$ cat src/rtl/regfile_pkg.sv
// Shared sizing defaults and helpers for the register file and its busy scoreboard.
package regfile_pkg;

    localparam int unsigned DEFAULT_BITS_DATA = 32'd32;
    localparam int unsigned DEFAULT_BITS_ADDR = 32'd3;
    localparam int unsigned ZERO_ADDR         = 32'd0;

    function automatic int unsigned numRegs(input int unsigned bitsAddr);
        return 32'd1 << bitsAddr;
    endfunction

endpackage

$ cat src/rtl/register_scoreboard.sv
// Per-register busy bits: set by a reservation, cleared by the matching writeback.
module register_scoreboard
    import regfile_pkg::*;
#(
    parameter int unsigned BITS_ADDR = DEFAULT_BITS_ADDR,
    parameter bit          ZERO_REG  = 1'b1
) (
    input  logic                            clk,
    input  logic                            rstN,
    input  logic                            writeEnable,
    input  logic [BITS_ADDR-1:0]            dirrInput,
    input  logic                            reserveEnable,
    input  logic [BITS_ADDR-1:0]            dirrReserve,
    output logic [numRegs(BITS_ADDR)-1:0]   busyVector
);

    localparam int unsigned NUM_REGS = numRegs(BITS_ADDR);

    logic [NUM_REGS-1:0] busy_r;
    logic [NUM_REGS-1:0] clearMask_s;
    logic [NUM_REGS-1:0] setMask_s;
    logic [NUM_REGS-1:0] nextBusy_s;

    // Decode write/reserve addresses; set is applied after clear so a new producer wins.
    always_comb begin
        clearMask_s = {NUM_REGS{1'b0}};
        setMask_s   = {NUM_REGS{1'b0}};
        for (int unsigned i = 0; i < NUM_REGS; i++) begin
            clearMask_s[i] = writeEnable && (dirrInput == BITS_ADDR'(i));
            setMask_s[i]   = reserveEnable && (dirrReserve == BITS_ADDR'(i))
                             && !(ZERO_REG && (i == ZERO_ADDR));
        end
        nextBusy_s = (busy_r & ~clearMask_s) | setMask_s;
    end

    // Busy state register.
    always_ff @(posedge clk or negedge rstN) begin
        if (!rstN) begin
            busy_r <= {NUM_REGS{1'b0}};
        end else begin
            busy_r <= nextBusy_s;
        end
    end

    assign busyVector = busy_r;

endmodule

$ cat src/rtl/register_file_sb.sv
// Parametrised register file: one write port, two combinational read ports with
// write bypass, optional hard-wired zero register and a busy scoreboard.
module register_file_sb
    import regfile_pkg::*;
#(
    parameter int unsigned BITS_DATA = DEFAULT_BITS_DATA,
    parameter int unsigned BITS_ADDR = DEFAULT_BITS_ADDR,
    parameter bit          ZERO_REG  = 1'b1,
    parameter bit          BYPASS    = 1'b1
) (
    input  logic                            clk,
    input  logic                            rstN,
    input  logic                            writeEnable,
    input  logic [BITS_ADDR-1:0]            dirrInput,
    input  logic [BITS_DATA-1:0]            inputData,
    input  logic [BITS_ADDR-1:0]            dirrOutput1,
    input  logic [BITS_ADDR-1:0]            dirrOutput2,
    output logic [BITS_DATA-1:0]            outputData1,
    output logic [BITS_DATA-1:0]            outputData2,
    output logic                            outputReady1,
    output logic                            outputReady2,
    input  logic                            reserveEnable,
    input  logic [BITS_ADDR-1:0]            dirrReserve,
    output logic [numRegs(BITS_ADDR)-1:0]   busyVector
);

    localparam int unsigned          NUM_REGS = numRegs(BITS_ADDR);
    localparam logic [BITS_ADDR-1:0] zeroAddr = BITS_ADDR'(ZERO_ADDR);

    logic [BITS_DATA-1:0] regArray_r [NUM_REGS];
    logic                 writeAllowed_s;
    logic                 isZero1_s;
    logic                 isZero2_s;
    logic                 hit1_s;
    logic                 hit2_s;

    assign writeAllowed_s = writeEnable && !(ZERO_REG && (dirrInput == zeroAddr));
    assign isZero1_s      = ZERO_REG && (dirrOutput1 == zeroAddr);
    assign isZero2_s      = ZERO_REG && (dirrOutput2 == zeroAddr);
    assign hit1_s         = BYPASS && writeEnable && (dirrInput == dirrOutput1);
    assign hit2_s         = BYPASS && writeEnable && (dirrInput == dirrOutput2);

    // Storage array: one write per cycle, cleared asynchronously.
    always_ff @(posedge clk or negedge rstN) begin
        if (!rstN) begin
            for (int unsigned i = 0; i < NUM_REGS; i++) begin
                regArray_r[i] <= {BITS_DATA{1'b0}};
            end
        end else if (writeAllowed_s) begin
            regArray_r[dirrInput] <= inputData;
        end
    end

    register_scoreboard #(
        .BITS_ADDR (BITS_ADDR),
        .ZERO_REG  (ZERO_REG)
    ) u_scoreboard (
        .clk           (clk),
        .rstN          (rstN),
        .writeEnable   (writeEnable),
        .dirrInput     (dirrInput),
        .reserveEnable (reserveEnable),
        .dirrReserve   (dirrReserve),
        .busyVector    (busyVector)
    );

    // Read port 1; bypass is masked in reset so the port holds 0 there.
    always_comb begin
        outputData1  = {BITS_DATA{1'b0}};
        outputReady1 = 1'b1;
        if (!rstN) begin
            outputData1  = {BITS_DATA{1'b0}};
            outputReady1 = 1'b1;
        end else if (isZero1_s) begin
            outputData1  = {BITS_DATA{1'b0}};
            outputReady1 = 1'b1;
        end else if (hit1_s) begin
            outputData1  = inputData;
            outputReady1 = 1'b1;
        end else begin
            outputData1  = regArray_r[dirrOutput1];
            outputReady1 = !busyVector[dirrOutput1];
        end
    end

    // Read port 2, same priority as port 1.
    always_comb begin
        outputData2  = {BITS_DATA{1'b0}};
        outputReady2 = 1'b1;
        if (!rstN) begin
            outputData2  = {BITS_DATA{1'b0}};
            outputReady2 = 1'b1;
        end else if (isZero2_s) begin
            outputData2  = {BITS_DATA{1'b0}};
            outputReady2 = 1'b1;
        end else if (hit2_s) begin
            outputData2  = inputData;
            outputReady2 = 1'b1;
        end else begin
            outputData2  = regArray_r[dirrOutput2];
            outputReady2 = !busyVector[dirrOutput2];
        end
    end

endmodule
$ cat config.mk
export PLATFORM = sky130hd
export DESIGN_NAME = register_file_sb
export DESIGN_NICKNAME = d
export VERILOG_FILES = /design/src/rtl/regfile_pkg.sv /design/src/rtl/register_scoreboard.sv /design/src/rtl/register_file_sb.sv
export SDC_FILE = /design/constraint.sdc
export NUM_CORES = 1
export LEC_CHECK = 0
export ABC_AREA = 1
export BUFFER_PORTS_ARGS = -buffer_cell sky130_fd_sc_hd__buf_2
export CAP_MARGIN = 20
export CORE_MARGIN = 5
export CORE_UTILIZATION = 30
export DETAILED_ROUTE_END_ITERATION = 10
export HOLD_SLACK_MARGIN = 0.15
export SETUP_SLACK_MARGIN = 0.3
export SYNTH_ARGS = -nofsm -noshare
export SYNTH_HDL_FRONTEND = slang
export SYNTH_SLANG_ARGS = --single-unit
$ cat constraint.sdc
create_clock -name clk -period 1.3 [get_ports clk]
set_input_delay 0.195 -clock clk [delete_from_list [all_inputs] [get_ports clk]]
set_output_delay 0.195 -clock clk [all_outputs]
set_load 0.03 [all_outputs]
==> impl_metrics.ini, run 1 <==
[status]
status = finished with violations
violations = negative hold slack, negative setup slack

[pwr]
power.share.combinational_pct = 31.4
pwr_density_cell_nw_per_um2 = 1370
power_w = 0.0268
share_clk_of_total_power_pct = 32.9
power_switching_share_pct = 34.4
p_leak_nw = 9.30
net_load_switching_power_w = 0.00923
seqPwrFrac_pct = 35.7
vdd_drop_max_mv = 0.897
cellInternalPower_w = 0.0176

[synthesis]
synth.ff_latch_count = 232
synth_nets = 2134
yosysWarnings = 0
synth.largest_area_cell = sky130_fd_sc_hd__dfrtp_1
syn_area_per_cell_um2 = 6.61
yosysSeqAreaShare_pct = 42.1
post_synth_instance_area_um2 = 13800
yosys.cell_types.count = 27
number_of_instances_in_the_synthesized_netlist = 2086
post-synth-top-area-fraction_pct = 42.1
netlist_top_cells_area = sky130_fd_sc_hd__dfrtp_1 (42%), sky130_fd_sc_hd__nand2_1 (23%), sky130_fd_sc_hd__o21ai_0 (9.0%), sky130_fd_sc_hd__nand3_1 (5.0%), sky130_fd_sc_hd__a21oi_1 (4.6%)

[floorplan]
fp.coreArea_um2 = 45400
rows = 78
ioPinCount = 122
initial_core_util_pct = 30.4
floorplan.die_area_um2 = 50300
die-width_um = 224
fp.dieH_um = 224

[clock_network]
tritoncts_clock_tree = done
cts_buffers = 28
clock_sinks = 232
clkLatencyLatePin_ps = 560
cts.clk_slew.worst_paths_ps = 60
clk_path_buf_depth = 3
htree_num_levels = 1
clock_tree.root_cell = sky130_fd_sc_hd__clkbuf_16

[sta]
clock.fmax_mhz = 523
finClkSkew_ps = 0
timing.setup.tns_ps = -35240
grt_setup_unrepaired = yes
slew_viol_final = 0
min_period_over_period_pct = 147
fin_worst_hold_slack_ps = -350
post-route-worst-setup-slack_ps = -611
worst_slew_pin_slew_ps = 657
slew_headroom_pct = 56.2
hold_violations = 23
setup_viol = 73
fin_crit_ps = 1910

[job]
drv_cap = 0

[finish]
mostFrequentLayoutCell = sky130_fd_sc_hd__nand2_1
finalCoreUtilization_pct = 43.3
syn_to_final_growth_pct = 42.5
final_nets = 2388
fraction_of_final_layout_cells_sized_beyond_drive_strength_1_pct = 29.0
antenna_cells = 0
most-common-layout-cells = sky130_fd_sc_hd__nand2_1 (754), sky130_fd_sc_hd__dfrtp_1 (229), sky130_fd_sc_hd__o21ai_0 (198), sky130_fd_sc_hd__buf_4 (146), sky130_fd_sc_hd__nand3_1 (133)

[detailed_routing]
drt_iter0_markers = 1457
antenna_violation_net_count_after_detailed_routing = 0
via_count = 15200
avgRoutedWirePerCell_um = 19.0
drt_first_pass_iters = 5
wirelength_mm = 56.4
post_dr_vias_cell = 5.12
drc = 0

[global_route]
antenna_found_initial = 0
first_global_vias = 14800
grt_pass1_wl_mm = 85.4
pin_count_of_the_biggest_net_entering_global_routing = 113
overflow = 0
gr-usage-all-layers_pct = 21.3

[critical_path]
logic_depth_of_the_worst_setup_path_including_buffers = 7
critical_path.startpoint_type = flip-flop
crit_buf_inv = 2
critical_path.slowest_cell = sky130_fd_sc_hd__dfrtp_1
r2r_slack_ps = 390
setup.worst_path.end_class = primary output
critPathMostFrequentCell = sky130_fd_sc_hd__nand2_1
worstRegToRegCells = 4
worst_path_largest_cell_delay_ps = 340
critPathKind = reg -> out
timing.critical_path.max_delay_family = flip-flops
worst-path-max-fanout = 3
critPathArrivalTime_ps = 1720
worstPathCellList = inv_2 > nand2_1 > a21oi_2 > nor2_1 > nand2_1 > a21oi_4 > buf_6
critPathRequiredTime_ps = 1110

[place]
place.port_buffers = 121
post-dp-hpwl_mm = 36.8
place.gp.congestion = 0.876
detailedPlace.worstSlack_ps = -607

[worst_hold_path]
hp-class = in -> async
-- what timing repair did --
item / 4_1_cts / 5_1_grt
gates cloned: 0 / 3
hold endpoints to repair: 276 / 29
pin swaps: 158 / 97
setup endpoints to repair: 74 / 101
setup buffers: 12 / 23
hold buffers: 38 / 1
resized for setup: 312 / 116
-- power by group through the flow --
stage	Sequential (W)	Clock [W]	Combinational, W
floorplan	0.00943	0	0.00470
global placement	0.00949	0	0.00698
detailed placement	0.00954	0	0.00712
CTS	0.00952	0.00898	0.00796
global route	0.00973	0.00929	0.00925
finish	0.00957	0.00883	0.00843
-- final timing paths --
path                                         endpoint            start
max in group asynchronous              regArray_r[76]             rstN
max reg2reg                             regArray_r[0]    regArray_r[0]
min in group clk           u_scoreboard.busyVector[0]     dirrInput[2]
min reg2reg                            regArray_r[81]   regArray_r[81]
min                                    regArray_r[27]             rstN
max                                    outputData1[0]  regArray_r[192]
-- cell families (layout without fill, tap and decap cells) --
logic type	Yosys count	after routing	share of synthesized area, %
flip-flops	232	232	42.1
AO/OA/AOI/OAI	427	427	15.6
AND/OR/NAND/NOR	1139	1139	33.0
buffers and inverters	288	564	9.27
-- layout make-up --
cell class / instances / area [um2]
Tap cell: 600 / 751
Inverter: 150 / 573
Fill cell: 4587 / 25700
Multi-Input combinational cell: 1566 / 7900
Sequential cell: 232 / 5810
Clock buffer: 38 / 810
Timing Repair Buffer: 362 / 3580
Clock inverter: 14 / 228
-- flip-flops by register name, summed over array words and instances, names as in the netlist --
signal                   cells
u_scoreboard.busyVector      8
regArray_r                 224
-- cell usage after synthesis --
cell type,instances
sky130_fd_sc_hd__a21oi_1,128
sky130_fd_sc_hd__a31oi_1,1
sky130_fd_sc_hd__buf_1,12
sky130_fd_sc_hd__buf_2,76
sky130_fd_sc_hd__buf_4,14
sky130_fd_sc_hd__buf_6,6
sky130_fd_sc_hd__clkbuf_1,27
sky130_fd_sc_hd__clkbuf_2,3
sky130_fd_sc_hd__dfrtp_1,232
sky130_fd_sc_hd__inv_1,137
sky130_fd_sc_hd__inv_2,13
sky130_fd_sc_hd__nand2_1,840
sky130_fd_sc_hd__nand2_2,4
sky130_fd_sc_hd__nand3_1,137
sky130_fd_sc_hd__nand3_2,1
sky130_fd_sc_hd__nand4_1,2
sky130_fd_sc_hd__nor2_1,140
sky130_fd_sc_hd__nor2_2,6
sky130_fd_sc_hd__nor2_4,6
sky130_fd_sc_hd__nor2_8,1
sky130_fd_sc_hd__nor3_2,1
sky130_fd_sc_hd__o21ai_0,247
sky130_fd_sc_hd__o21ai_1,46
sky130_fd_sc_hd__o21ai_2,2
sky130_fd_sc_hd__o22ai_1,2
sky130_fd_sc_hd__o31ai_1,1
sky130_fd_sc_hd__or2_2,1
-- per-layer routing --
layer / track usage (%) / wire, um / vias to the layer above / part of all wire, %
met5: 0 / 0 / - / 0
met4: 6.05 / 1780 / 0 / 3.1
met3: 4.03 / 4930 / 121 / 8.7
met2: 36.1 / 26700 / 699 / 47
met1: 28.0 / 23000 / 7216 / 41
li1: - / - / 7127 / -
-- metrics by stage --
step	instance area, um2	cells
final	19600	2962
after detailed placement	17000	2834
after floorplan	14800	2086
after global routing	19600	2962
after CTS	19100	2936
after global placement	17000	2834
Note: power is estimated with default switching activity, not from simulation.
==> run 2, diff against run 1 <==
--- a/config.mk
+++ b/config.mk
@@ -8,6 +8,7 @@
 export ABC_AREA = 1
 export BUFFER_PORTS_ARGS = -buffer_cell sky130_fd_sc_hd__buf_2
 export CAP_MARGIN = 20
+export CORE_ASPECT_RATIO = 0.9
 export CORE_MARGIN = 5
 export CORE_UTILIZATION = 30
 export DETAILED_ROUTE_END_ITERATION = 10
==> run 2 against run 1 <==
Effect of this change: global-route usage down 0.38 points; combinational power decreased by 2%; fmax increased by 0.79%; highest routed layer is now met5; worst hold slack better by 32 ps; the flow still finishes with violations (negative hold slack, negative setup slack); register-to-register slack worse by 30 ps; first-iteration DRC count shrank 6.0%; via count is 1.2% lower.
==> impl_metrics.ini, run 2 (synthesized netlist as in run 1, its figures left out) <==
[status]
status = finished with violations
violations = negative hold slack, negative setup slack

[critical_path]
crit-reg2reg-capture = regArray_r[31]
critPathKind = reg -> out
worst-path-max-fanout = 3
worstSetupEndpoint = outputData1[27]
critical_path.startpoint_type = flip-flop
critPathArrivalTime_ps = 1700
r2r_slack_ps = 360
critPathRequiredTime_ps = 1110
worstReg2RegStart = regArray_r[31]
setup.worst_path.end_class = primary output
worstRegToRegCells = 4
startpoint = regArray_r[219]

[finish]
layoutNonFillerInstCount = 2964
syn_to_final_growth_pct = 41.6
largest_register_ffs = 224
most-common-layout-cells = sky130_fd_sc_hd__nand2_1 (768), sky130_fd_sc_hd__dfrtp_1 (229), sky130_fd_sc_hd__o21ai_0 (195), sky130_fd_sc_hd__buf_4 (146), sky130_fd_sc_hd__nand3_1 (132)
antenna_cells = 0
fraction_of_final_layout_cells_sized_beyond_drive_strength_1_pct = 27.4
mostFrequentLayoutCell = sky130_fd_sc_hd__nand2_1
largest_register = regArray_r
fillerInstances = 4495
final_nets = 2383

[clock_network]
cts.clk_slew.worst_paths_ps = 60
cts_buffers = 28
clkLatencyLatePin_ps = 570
cts_hold_buf = 38
htree_num_levels = 1
tritoncts_clock_tree = done
clk_path_buf_depth = 3
clock_tree.root_cell = sky130_fd_sc_hd__clkbuf_16
clock_sinks = 232

[job]
drv_cap = 0

[pwr]
p_leak_nw = 9.29
pwr_density_cell_nw_per_um2 = 1350
vdd_drop_max_mv = 0.908

[sta]
slew_headroom_pct = 69.1
finClkSkew_ps = 0
fin_worst_hold_slack_ps = -319
grt_setup_unrepaired = yes
fin_crit_ps = 1900
post-route-worst-setup-slack_ps = -596
min_period_over_period_pct = 146
slew_viol_final = 0
clock.fmax_mhz = 527
hold_violations = 16
setup_viol = 74
worst_slew_pin_slew_ps = 463

[floorplan]
rows = 74
ioPinCount = 122
fp.coreArea_um2 = 45500
die-width_um = 236
initial_core_util_pct = 30.3
fp.dieH_um = 213
floorplan.die_area_um2 = 50400

[detailed_routing]
post_dr_vias_cell = 5.06
drt_first_pass_iters = 6
wirelength_mm = 54.8
antenna_violation_net_count_after_detailed_routing = 0
via_count = 15000
avgRoutedWirePerCell_um = 18.5
drt_iter0_markers = 1369
drc = 0

[place]
detailedPlace.worstSlack_ps = -550
dp.cells = 2851
place.gp.congestion = 0.867
place.port_buffers = 121
post-dp-hpwl_mm = 36.7

[global_route]
pin_count_of_the_biggest_net_entering_global_routing = 59
grt_util_met3_pct = 4.40
gr-usage-all-layers_pct = 20.9
grtUsageMet2_pct = 33.5
busiest_layer = met2
antenna_found_initial = 2
gr-usage-met1_pct = 28.7
grt_pass1_wl_mm = 84.0
overflow = 0
first_global_vias = 14500

[worst_hold_path]
hp-class = in -> async
==> run 2: changes by cell type in the layout (fill, tap and decap cells not counted), moves of 4 or more <==
cell                      before  now
sky130_fd_sc_hd__nor2_1      116  127
sky130_fd_sc_hd__a21oi_1      48   52
sky130_fd_sc_hd__inv_1        59   67
sky130_fd_sc_hd__inv_2        87   79
sky130_fd_sc_hd__nand2_1     754  768
sky130_fd_sc_hd__nand2_2      87   74
sky130_fd_sc_hd__buf_12       40   49
sky130_fd_sc_hd__nor2_2       25   12
sky130_fd_sc_hd__buf_6        90   77
==> run 2: critical path, cell delays in order (launching register included) <==
cell                      delay (ps)
sky130_fd_sc_hd__dfrtp_1         340
sky130_fd_sc_hd__inv_2            50
sky130_fd_sc_hd__nand2_2          40
sky130_fd_sc_hd__nand2_1          50
sky130_fd_sc_hd__nand2_1          60
sky130_fd_sc_hd__nand2_1          60
sky130_fd_sc_hd__nor2_1          110
sky130_fd_sc_hd__nand2_1         110
sky130_fd_sc_hd__a21oi_4         150
sky130_fd_sc_hd__buf_6           150
==> run 2: cell type report <==
class                      count  area, um2  area share, %
tap                          608        761           3.90
sequential                   232       5810           29.8
multi-input combinational   1566       7810           40.0
inverter                     150        573           2.94
clock buffer                  34        763           3.91
clock inverter                17        231           1.19
timing repair buffer         357       3570           18.3
==> run 2: worst min path at each step <==
stage | endpoint | startpoint | slack, ps
final | regArray_r[138] | rstN | -320
after global routing | regArray_r[138] | rstN | -320
after CTS | regArray_r[138] | rstN | -340
after detailed placement | regArray_r[104] | rstN | 270
after global placement | regArray_r[204] | rstN | 270
after floorplan | regArray_r[0] | rstN | -100
==> run 2: power by group <==
part,switching (W),internal [W]
clock network,0.00340,0.00517
registers,0.000908,0.00866
logic,0.00493,0.00335
==> run 2: timing repair <==
action / CTS / global route
resized for setup: 283 / 91
buffers inserted: 11 / 13
setup endpoints to repair: 74 / 78
hold endpoints to repair: 402 / 115
pin swaps: 119 / 51
==> run 2: through the flow <==
step	TNS (ps)	util, %	hold WS (ps)	power, W	area, um2
after floorplan	-5080	-	-101	0.0141	14800
final	-35320	42.9	-319	0.0264	19500
after detailed placement	-56020	37.8	270	0.0167	17200
after global routing	-42460	42.9	-322	0.0278	19500
after global placement	-51720	37.8	272	0.0166	17200
after CTS	-37150	42.3	-336	0.0262	19200
==> run 2: per-layer routing <==
layer	routed length [um]	up-vias	share of wire, %
met3	4470	116	8.2
li1	-	7126	-
met2	24800	665	45
met5	28	-	0.051
met4	1690	4	3.1
met1	23800	7075	43
==> run 3, diff against run 2 <==
--- a/config.mk
+++ b/config.mk
@@ -12,7 +12,7 @@
 export CORE_MARGIN = 5
 export CORE_UTILIZATION = 30
 export DETAILED_ROUTE_END_ITERATION = 10
-export HOLD_SLACK_MARGIN = 0.15
+export PLACE_DENSITY = 0.47
 export SETUP_SLACK_MARGIN = 0.3
 export SYNTH_ARGS = -nofsm -noshare
 export SYNTH_HDL_FRONTEND = slang
==> constraint.sdc (replaced) <==
create_clock -name clk -period 2.4 [get_ports clk]
set_input_delay 0.36 -clock clk [delete_from_list [all_inputs] [get_ports clk]]
set_output_delay 0.36 -clock clk [all_outputs]
set_load 0.03 [all_outputs]
==> run 3 against run 2 <==
Effect of this change: the flow finishes with violations (negative hold slack); combinational power fell by 53%; via count fell by 4.4%; wire length rose by 4.2%; sequential cell count did not move.
==> impl_metrics.ini, run 3 (synthesized netlist as in run 1, its figures left out) <==
[status]
status = finished with violations
violations = negative hold slack

[detailed_routing]
drt_first_pass_iters = 8
drt_iter0_markers = 1319
avgRoutedWirePerCell_um = 20.1
wirelength_mm = 57.1
via_count = 14300
antenna_violation_net_count_after_detailed_routing = 0
post_dr_vias_cell = 5.04
drc = 0

[critical_path]
critPathKind = reg -> out
worst_path_largest_cell_delay_ps = 350
critPathRequiredTime_ps = 2040
critPathArrivalTime_ps = 1800
worst-path-max-fanout = 3
worstPathCellList = inv_2 > nand2_1 > nand2_1 > nand2_1 > nand2_1 > nor2_2 > nand2_2 > a21oi_4 > buf_6 > buf_6
setup.worst_path.end_class = primary output
critical_path.startpoint_type = flip-flop
critical_path.slowest_cell = sky130_fd_sc_hd__dfrtp_1
critPathMostFrequentCell = sky130_fd_sc_hd__nand2_1

[sta]
hold_violations = 44
slew_headroom_pct = 45.4
post-route-worst-setup-slack_ps = 239
timing.setup.tns_ps = 0
grt_setup_unrepaired = yes
setup_viol = 0
min_period_over_period_pct = 90.0
fin_worst_hold_slack_ps = -42.5
clock.fmax_mhz = 463
worst_slew_pin_slew_ps = 819
fin_crit_ps = 2160
finClkSkew_ps = 0
slew_viol_final = 0

[place]
post-dp-hpwl_mm = 37.8
place.gp.congestion = 0.851
detailedPlace.worstSlack_ps = -14.3
dp.cells = 2772
place.port_buffers = 121

[finish]
largest_register_ffs = 224
most-common-layout-cells = sky130_fd_sc_hd__nand2_1 (806), sky130_fd_sc_hd__dfrtp_1 (232), sky130_fd_sc_hd__o21ai_0 (226), sky130_fd_sc_hd__nand3_1 (135), sky130_fd_sc_hd__nor2_1 (124)
fraction_of_final_layout_cells_sized_beyond_drive_strength_1_pct = 21.3
antenna_cells = 0
mostFrequentLayoutCell = sky130_fd_sc_hd__nand2_1
fillerInstances = 4807
largest_register = regArray_r
syn_to_final_growth_pct = 28.2
layoutNonFillerInstCount = 2844
final_nets = 2266

[clock_network]
clk_path_buf_depth = 3
tritoncts_clock_tree = done
clock_tree.root_cell = sky130_fd_sc_hd__clkbuf_16
clkLatencyLatePin_ps = 560
cts.clk_slew.worst_paths_ps = 60
htree_num_levels = 1
clock_sinks = 232
cts_buffers = 29

[floorplan]
floorplan.die_area_um2 = 50400
fp.dieH_um = 213
die-width_um = 236
rows = 74
initial_core_util_pct = 30.3
fp.coreArea_um2 = 45500
ioPinCount = 122

[global_route]
gr-usage-all-layers_pct = 21.9
pin_count_of_the_biggest_net_entering_global_routing = 137
antenna_found_initial = 3
first_global_vias = 13700
grt_pass1_wl_mm = 85.9
overflow = 0

[pwr]
vdd_drop_max_mv = 0.576
pwr_density_cell_nw_per_um2 = 760
p_leak_nw = 8.59
power_w = 0.0134

[worst_hold_path]
hp-class = in -> async

[job]
drv_cap = 0
==> run 3: critical path, delay by kind of cell (launching register included) <==
kind                   cells  cell delay [ps]
AND/OR/NAND/NOR            6              390
flip-flops                 1              350
buffers and inverters      3              300
AO/OA/AOI/OAI              1              190
==> run 3: layout make-up <==
type                            count  area, um2  share of cell area, %
Sequential cell                   232       5810                   32.9
Inverter                          150        578                   3.27
Timing Repair Buffer              239       2380                   13.5
Clock inverter                      9       98.8                  0.559
Tap cell                          608        761                   4.31
Clock buffer                       40        817                   4.62
Multi-Input combinational cell   1566       7230                   40.9
==> run 3: per-stage QoR <==
stage	cell area, um2	hold slack (ps)	utilization [%]
after detailed placement	15500	164	34.1
after floorplan	13800	64.4	-
after global routing	17700	6.87	38.9
final	17700	-42.5	38.9
after CTS	17000	2.66	37.4
after global placement	15500	164	34.1
==> run 3: per-layer routing <==
| metal | vias up | track usage, % | routed length [um] |
|---|---|---|---|
| li1 | 6874 | - | - |
| met1 | 6863 | 31.6 | 26700 |
| met2 | 490 | 34.6 | 25300 |
| met3 | 89 | 3.56 | 3670 |
| met4 | 6 | 5.34 | 1400 |
| met5 | - | 0 | 28 |
==> run 3: path summary, 6_finish.rpt <==
path                                 start                          to  slack [ps]  depth (start not counted)
setup / recovery           regArray_r[211]             outputData1[19]         240                         10
hold / removal                        rstN  u_scoreboard.busyVector[7]         -40                          2
setup reg to reg             regArray_r[1]               regArray_r[1]        1590                          3
hold reg to reg             regArray_r[91]              regArray_r[91]         500                          2
max in group asynchronous             rstN             regArray_r[180]        1190                          3
min in group clk            dirrReserve[1]  u_scoreboard.busyVector[4]          20                          2
==> run 3: where the power goes <==
group	internal (W)	leakage (nW)	switching (W)
sequential	0.00469	2.83	0.000467
combinational	0.00142	5.30	0.00249
clock	0.00256	0.457	0.00179
total	0.00868	8.59	0.00475
==> run 3: repair_timing <==
| action | CTS | global route |
|---|---|---|
| hold buffers | 1 | 0 |
| pin swaps | 24 | 87 |
| endpoints found under the hold margin | 60 | 0 |
| resized for setup | 143 | 212 |
| setup buffers | 7 | 10 |
| endpoints found under the setup margin | 54 | 63 |
| gates cloned | 2 | 3 |
